**src/rtl/pci_arb_pkg.sv**
```systemverilog
// Shared types and default constants for the central PCI bus arbiter.
package pci_arb_pkg;

    typedef enum logic [1:0] {
        IDLE,
        GRANT,
        BUSY,
        TURN
    } arb_state_t;

    localparam int unsigned DEF_N_DEV        = 4;
    localparam int unsigned DEF_IDLE_TIMEOUT = 16;
    localparam int unsigned DEF_TMR_W        = 5;

    localparam logic [DEF_N_DEV-1:0] GNT_NONE = '1;

endpackage

```
**src/rtl/rr_picker.sv**
```systemverilog
// Round-robin winner selection over active-low requests, scanning upward from ptr.
module rr_picker import pci_arb_pkg::*; #(
    parameter int unsigned N_DEV = DEF_N_DEV,
    parameter int unsigned IDX_W = (N_DEV > 1) ? $clog2(N_DEV) : 1
) (
    input  logic [N_DEV-1:0] req_n,
    input  logic [IDX_W-1:0] ptr,
    output logic [IDX_W-1:0] winner,
    output logic             any_req
);

    always_comb begin : pick
        logic        found;
        int unsigned idx;
        found  = 1'b0;
        idx    = 0;
        winner = '0;
        for (int unsigned i = 0; i < N_DEV; i++) begin
            idx = (32'(ptr) + i) % N_DEV;
            if (!found && !req_n[IDX_W'(idx)]) begin
                winner = IDX_W'(idx);
                found  = 1'b1;
            end
        end
        any_req = found;
    end

endmodule

```
**src/rtl/pci_bus_arbiter.sv**
```systemverilog
// Central PCI arbiter: round-robin grants, hidden arbitration during transactions,
// and revocation of grants that leave the bus idle too long.
module pci_bus_arbiter import pci_arb_pkg::*; #(
    parameter int unsigned N_DEV        = DEF_N_DEV,
    parameter int unsigned IDLE_TIMEOUT = DEF_IDLE_TIMEOUT,
    parameter int unsigned TMR_W        = DEF_TMR_W,
    parameter int unsigned IDX_W        = (N_DEV > 1) ? $clog2(N_DEV) : 1
) (
    input  logic             clk,
    input  logic             rst,
    input  logic [N_DEV-1:0] req,
    output logic [N_DEV-1:0] gnt,
    input  logic             frame,
    input  logic             irdy,
    output logic [IDX_W-1:0] owner,
    output logic             owner_valid,
    output logic             bus_busy
);

    localparam logic [N_DEV-1:0] GNT_ALL = '1;

    arb_state_t       state, state_n;
    logic [IDX_W-1:0] ptr, ptr_n;
    logic [TMR_W-1:0] timer, timer_n;
    logic [N_DEV-1:0] gnt_n;
    logic [IDX_W-1:0] owner_n;
    logic             owner_valid_n;

    logic [IDX_W-1:0] winner;
    logic             any_req;
    logic             bus_idle;
    logic [N_DEV-1:0] owner_mask;
    logic             owner_req;
    logic             other_req;

    rr_picker #(
        .N_DEV (N_DEV),
        .IDX_W (IDX_W)
    ) u_picker (
        .req_n   (req),
        .ptr     (ptr),
        .winner  (winner),
        .any_req (any_req)
    );

    assign bus_idle   = frame & irdy;
    assign owner_mask = N_DEV'(1) << owner;
    assign owner_req  = ~req[owner];
    assign other_req  = |(~req & ~owner_mask);

    // Next-state, grant, timer and round-robin pointer.
    always_comb begin
        state_n = state;
        ptr_n   = ptr;
        timer_n = timer;
        gnt_n   = gnt;
        owner_n = owner;
        case (state)
            IDLE: begin
                if (any_req) begin
                    owner_n = winner;
                    gnt_n   = ~(N_DEV'(1) << winner);
                    timer_n = '0;
                    state_n = GRANT;
                end else begin
                    gnt_n = GNT_ALL;
                end
            end
            GRANT: begin
                if (!owner_req) begin
                    gnt_n   = GNT_ALL;
                    state_n = TURN;
                end else if (!frame) begin
                    state_n = BUSY;
                end else if (bus_idle) begin
                    if (timer == TMR_W'(IDLE_TIMEOUT - 1)) begin
                        gnt_n   = GNT_ALL;
                        state_n = TURN;
                    end else begin
                        timer_n = timer + TMR_W'(1);
                    end
                end
            end
            BUSY: begin
                // Hidden arbitration: the owner finishes without its grant.
                if (!owner_req || other_req) begin
                    gnt_n = GNT_ALL;
                end
                if (bus_idle) begin
                    if (gnt_n != GNT_ALL) begin
                        timer_n = '0;
                        state_n = GRANT;
                    end else begin
                        state_n = TURN;
                    end
                end
            end
            TURN: begin
                gnt_n   = GNT_ALL;
                ptr_n   = (owner == IDX_W'(N_DEV - 1)) ? '0 : owner + IDX_W'(1);
                state_n = IDLE;
            end
            default: begin
                gnt_n   = GNT_ALL;
                state_n = IDLE;
            end
        endcase
        owner_valid_n = ((state_n == GRANT) || (state_n == BUSY)) && (gnt_n != GNT_ALL);
    end

    always_ff @(posedge clk) begin
        if (rst) begin
            state       <= IDLE;
            ptr         <= '0;
            timer       <= '0;
            gnt         <= GNT_ALL;
            owner       <= '0;
            owner_valid <= 1'b0;
            bus_busy    <= 1'b0;
        end else begin
            state       <= state_n;
            ptr         <= ptr_n;
            timer       <= timer_n;
            gnt         <= gnt_n;
            owner       <= owner_n;
            owner_valid <= owner_valid_n;
            bus_busy    <= ~bus_idle;
        end
    end

endmodule

```
**config.mk**
```make
export PLATFORM = sky130hd
export DESIGN_NAME = pci_bus_arbiter
export DESIGN_NICKNAME = d
export VERILOG_FILES = /design/src/rtl/pci_arb_pkg.sv /design/src/rtl/rr_picker.sv /design/src/rtl/pci_bus_arbiter.sv
export SDC_FILE = /design/constraint.sdc
export NUM_CORES = 1
export LEC_CHECK = 0
export BUFFER_PORTS_ARGS = -buffer_cell sky130_fd_sc_hd__buf_2
export CAP_MARGIN = 0
export CORE_ASPECT_RATIO = 1.4
export CORE_UTILIZATION = 45
export CTS_BUF_LIST = sky130_fd_sc_hd__clkbuf_8
export CTS_CLUSTER_DIAMETER = 100
export DETAILED_ROUTE_END_ITERATION = 8
export PLACE_DENSITY = 0.75
export SYNTH_ARGS = -nofsm -noshare
export SYNTH_HDL_FRONTEND = slang
export SYNTH_HIERARCHICAL = 1
export SYNTH_SLANG_ARGS = --single-unit
```
**constraint.sdc**
```tcl
create_clock -name clk -period 3.7 [get_ports clk]
set_input_delay 0.555 -clock clk [delete_from_list [all_inputs] [get_ports clk]]
set_output_delay 0.555 -clock clk [all_outputs]
set_load 0.02 [all_outputs]
```
== Yosys cells after proc, flatten, opt, wreduce, memory -nomap -nowiden ==
Cells that the tools add are included.
Widths: inputs -> output; s select.

* Memories kept: 0
* Word-level logic and storage cells: 100
* Bits of input ports: 8
* Latch bits: 0
* Output and inout port bits: 8
* RAM bits: 0
* Memory bits (read-only): 0
* Bits in registers: 17

* $add $sub $neg: 5
* Equality and inequality tests: 16
* Multipliers: 0
* Bitwise operators: 6
* Shift operators: 2
* $lt $le $gt $ge: 5
* Reductions and logical operators: 16
* Divide/modulo/power cells: 0
* Multiplexer cells: 43

{| class="wikitable"
|+ Operators by type and width
! kind !! number
|-
| $mux 5 || 7
|-
| $mux 4 || 7
|-
| $mux 2 || 12
|-
| $pmux 4 s4 || 1
|-
| $lt 2x3->1 const B || 5
|-
| $pmux 5 s3 || 1
|-
| $ne 2x2->1 const B || 7
|-
| $not 4->4 || 3
|-
| $bmux 1 s2 || 5
|-
| $mux 1 || 9
|-
| $eq 2x2->1 const B || 4
|-
| $ne 4x4->1 const B || 2
|-
| $pmux 2 s4 || 1
|-
| $reduce_and 8->1 || 1
|-
| $shl 1x2->4 const A || 2
|-
| $add 5x1->5 const B || 1
|-
| $eq 5x4->1 const B || 1
|-
| $logic_not 1->1 || 5
|-
| $add 2x1->2 const B || 2
|-
| $add 2x2->2 const B || 2
|-
| $and 4x4->4 || 1
|-
| $eq 2x1->1 const B || 2
|-
| $logic_and 1x1->1 || 4
|-
| $reduce_or 4->1 || 1
|-
| 6 further kinds || 7
|}

== Logic depth before layout (Yosys ltp) ==
* Depth after elaboration: 18
* Depth in mapped cells: 7
* Mapped depth without buffers: 7

== Modules after synthesis ==
Netlist, hierarchy kept.

{| class="wikitable"
|+ By module, submodules not included
! module !! times used !! area an instance (µm²) !! cells each
|-
| pci_bus_arbiter || 1 || 919.6 || 103
|-
| rr_picker || 1 || 90.1 || 10
|}

== Worst setup path after synthesis ==
OpenSTA, ideal clock, no wires.

* Path type: reg2reg
* From: register owner[0]
* To: register timer[4]
* Buffers on the path: 0
* Setup slack: 1.383 ns
* Arrival: 2.196 ns
* Stages on the path, launching flop included: 5
* Data required time: 3.579 ns
* Setup time: 0.121 ns
* Clock period less this slack: 2.317 ns
* Cell sequence: dfxtp_1 -> mux4_2 -> or4_4 -> a21oi_4 -> mux2_4

* Longest elaborated chain between the ends: 10

{| class="wikitable"
|+ RTL lines
! item !! RTL line !! source
|-
| start: declaration || pci_bus_arbiter.sv:15 || <nowiki>output logic [IDX_W-1:0] owner,</nowiki>
|-
| start signal: assignment || pci_bus_arbiter.sv:125 || <nowiki>owner <= owner_n;</nowiki>
|-
| $shl 1x2->4 || pci_bus_arbiter.sv:47 || <nowiki>assign owner_mask = N_DEV'(1) << owner;</nowiki>
|-
| $not 4->4 || pci_bus_arbiter.sv:49 || <nowiki>assign other_req = |(~req & ~owner_mask);</nowiki>
|-
| $and 4x4->4 || pci_bus_arbiter.sv:49 ||
|-
| $reduce_or 4->1 || pci_bus_arbiter.sv:49 ||
|-
| $logic_or 1x1->1 || pci_bus_arbiter.sv:86 || <nowiki>if (!owner_req || other_req) begin</nowiki>
|-
| $mux 4 || pci_bus_arbiter.sv:86 ||
|-
| $mux 4 || pci_bus_arbiter.sv:58 || <nowiki>case (state)</nowiki>
|-
| $ne 4x4->1 || pci_bus_arbiter.sv:90 || <nowiki>if (gnt_n != GNT_ALL) begin</nowiki>
|-
| $ne 2x2->1 (no line) || - ||
|-
| $reduce_and 8->1 (no line) * || - ||
|-
| end signal: assignment || pci_bus_arbiter.sv:123 || <nowiki>timer <= timer_n;</nowiki>
|-
| end: declaration || pci_bus_arbiter.sv:24 || <nowiki>logic [TMR_W-1:0] timer, timer_n;</nowiki>
|}

Mark *: on every way between the ends. The rest lies on a longest branch, timed or not. The select of a mux whose other input is x is not followed.
A chain may end at the register's enable or synchronous reset.

== Final worst setup path ==
Ends and elaborated chain as after synthesis.

==> results by group <==
Logic synthesis
  • Gate Count Post-Synth: 113
  • Mean Syn Cell Area: 8.94 µm²
  • Synth cell types: 38
  • Post-synthesis mux area share: 0.0471
  • Ys Warns: 6
  • Synth Area in Adders: 0.0743
  • Compound-Gate Fraction of Synth Area: 0.224
  • Area of the mapped netlist: 1010 µm²
  • Xor/xnor share of the synthesized area: 0
  • Largest family of logic cells by synthesized area: simple AND/OR/NAND/NOR gates
  • Synth Area in Simple Gates: 0.295
  • Syn Nets: 127
  • FF+latch count, synth: 17
  • Seq/Total Area, Yosys: 0.337

Pwr
  • Gate power share: 0.313
  • PwrDens: 447 nW/µm²
  • Switch Pwr: 0.175 mW
  • Internal: 0.341 mW
  • Worst VDD drop: 272 µV
  • Pleak: 0.454 nW
  • Clk network pwr share: 0.263
  • Total power: 0.517 mW
  • Switching Share: 0.339
  • Flop pwr share: 0.424

Clocking
  • CTS resizes: 0
  • Worst-skew pair later-pin latency: 0.25 ns
  • Setup Fix Bufs, Post-CTS: 0
  • CTS Hold Bufs: 0
  • CTS max path bufs: 2
  • CTS tree: done
  • # clock sinks: 17
  • Root Driver: clkbuf_8
  • Clk slew on worst S/H paths: 0.07 ns
  • # H-tree levels: 1
  • Inserted Clock Buffers: 3

STA
  • Final hold violation count: 0
  • Final setup fails: 0
  • Slew Limit Fails: 0
  • Worst clock skew: 0.00235 ns
  • Slew HR: 0.624
  • Post-Route Setup TNS: 0 ns
  • Crit path time final: 2.32 ns
  • Fmax: 0.430 GHz
  • Tcrit/Tclk final: 0.628
  • RSZ-0062 raised after global routing: false
  • Final Hold Slack: 0.499 ns
  • Worst slew pin tran: 0.562 ns

Floorplan
  • Die X-Extent: 42.0 µm
  • # IOs: 16
  • Die area: 2440 µm²
  • Initial Util: 0.494
  • Core ar.: 2040 µm²
  • DIE HEIGHT: 58.1 µm
  • Number of cell rows: 19

Global routing
  • Gr ovfl total: 0
  • Total track usage: 0.187
  • Initial antenna violation count: 0
  • GRT met1 Usage: 0.212
  • M2 GR Usage: 0.342
  • First-pass GRT wire length: 3580 µm
  • GR peak layer: met2
  • Vias in the first global route: 857
  • Largest net degree at the start of global routing: 21
  • Met3 Track Usage GR: 0.0280

Route
  • Vias post-DR: 900
  • Routed WL: 2120 µm
  • DRT iter0 DRCs: 11
  • First drt pass iteration count: 6
  • Routed wire length per instance: 14.0 µm
  • Final ANT Viol Nets: 0
  • Drt via density: 5.92
  • # DRC: 0

Flow run
  • Max cap viols: 0

Min path
  • HP Class: reg2reg
  • Min-Delay Startpoint: timer[1]

Worst setup path
  • Worst Path Required: 3.84 ns
  • Kind of end point of the critical path: flip-flop
  • Critical path arrival: 2.46 ns
  • Worst Setup Start Kind: flip-flop
  • Max FO, Critical Path: 9
  • Worst r2r src: owner[0]
  • Crit Path Class: reg2reg
  • Worst setup path start: owner[0]

Outcome
  • Status: finished clean

Cells and area
  • Synth-to-Final Area Change: 14.5%
  • Layout cell share with drive strength beyond 1: 0.198
  • N_diodes: 0
  • Nets@finish: 146
  • Filler cell count: 204

Placement
  • Final HPWL DP: 1620 µm
  • # port buffers: 15
  • Routability cong.: 0.927
metal layers:
layer / up-vias / wire (µm)
met5: - / 0
met4: 0 / 53
met3: 6 / 44
met2: 18 / 1070
met1: 418 / 959
li1: 458 / -
power by group through the flow:
stage | clock (mW) | combinational [mW] | sequential, mW
floorplan | 0 | 0.104 | 0.230
global placement | 0 | 0.159 | 0.222
detailed placement | 0 | 0.161 | 0.223
CTS | 0.140 | 0.162 | 0.219
global route | 0.147 | 0.178 | 0.222
finish | 0.136 | 0.162 | 0.219
registers in the layout, indices dropped and copies added (netlist names):
signal	cells
owner_valid	1
state	2
ptr	2
timer	5
bus_busy	1
gnt	4
owner	2
final timing paths:
path / endpoint / slack (ns) / depth (start not counted)
worst max-delay path: timer[4] / 1.38 / 4
worst min-delay path: timer[1] / 0.50 / 2
worst max register to register: timer[4] / 1.38 / 4
worst min register to register: timer[1] / 0.50 / 2
layout by cell type, fill, tap and decap left out, drive strengths merged, types with 2 or more instances in the layout:
master	instances
nor2	9
a31oi	2
a21oi	8
o21bai	3
clkbuf	3
dfxtp	17
o32ai	2
nand3	3
buf	16
o21ai	4
a21o	2
nand3b	4
nor2b	5
ha	6
a221oi	2
nand4	2
o22ai	2
and3	2
nor3b	5
a211oi	2
nor3	2
nand2	7
nand2b	7
inv	5
critical path: stages, from the launching register on:
cell,delay [ns]
dfxtp_1,0.45
mux4_2,0.64
or4_4,0.56
a21oi_4,0.24
mux2_4,0.32
synthesized netlist by cell type:
| cell type | count | area, µm² |
|---|---|---|
| a211oi_1 | 2 | 15.0 |
| o21ai_0 | 4 | 20.0 |
| inv_1 | 4 | 15.0 |
| nor4_1 | 1 | 6.26 |
| a21oi_1 | 7 | 35.0 |
| o41a_1 | 1 | 11.3 |
| o31a_1 | 1 | 8.76 |
| nor2_1 | 9 | 33.8 |
| nor3b_2 | 1 | 12.5 |
| a221oi_1 | 1 | 8.76 |
| dfxtp_1 | 17 | 340 |
| nand4_1 | 2 | 12.5 |
| mux2i_1 | 1 | 10.0 |
| ha_1 | 6 | 75.1 |
| o22ai_1 | 2 | 12.5 |
| nor3b_1 | 4 | 30.0 |
| o32ai_1 | 2 | 17.5 |
| or4_4 | 1 | 11.3 |
| and4_1 | 1 | 8.76 |
| a221oi_2 | 1 | 15.0 |
| nor2b_4 | 1 | 13.8 |
| and2_1 | 1 | 6.26 |
| a21o_1 | 2 | 15.0 |
| a31oi_1 | 2 | 12.5 |
| o21bai_1 | 3 | 22.5 |
| mux4_2 | 1 | 22.5 |
| a21oi_4 | 1 | 16.3 |
| nand3b_1 | 4 | 30.0 |
| nand3_1 | 3 | 15.0 |
| o22a_1 | 1 | 8.76 |
| clkbuf_1 | 2 | 7.51 |
| nand2b_1 | 7 | 43.8 |
| mux2_4 | 1 | 15.0 |
| nor3_1 | 2 | 10.0 |
| and3_1 | 2 | 12.5 |
| nand2_1 | 7 | 26.3 |
| nor2b_1 | 4 | 25.0 |
| o21a_1 | 1 | 7.51 |
through the flow:
| step | setup WS (ns) | area [µm²] | util | instances |
|---|---|---|---|---|
| after floorplan | 1.38 | 1010 | - | 113 |
| after global placement | 1.23 | 1110 | 0.543 | 148 |
| after detailed placement | 1.20 | 1110 | 0.543 | 148 |
| after CTS | 1.38 | 1160 | 0.565 | 152 |
| after global routing | 1.30 | 1160 | 0.565 | 152 |
| final | 1.38 | 1160 | 0.565 | 152 |
cell type report:
class                   instances  area, µm²  share of cell area
multi-input cells              90        647               0.560
flip-flops and latches         17        340               0.294
repair buffers                 16       82.6              0.0714
clock buffers                   3       41.3              0.0357
well taps                      21       26.3              0.0227
inverters                       4       15.0              0.0130
clock inverters                 1       3.75             0.00325
cells by family after synthesis:
family | after synthesis
and+or+nand+nor | 50
buffers and inverters | 6
muxes | 3
AOI/OAI and AO/OA | 31
DFF | 17
adders and majority gates | 6
Power figures use the tool's default switching activity.
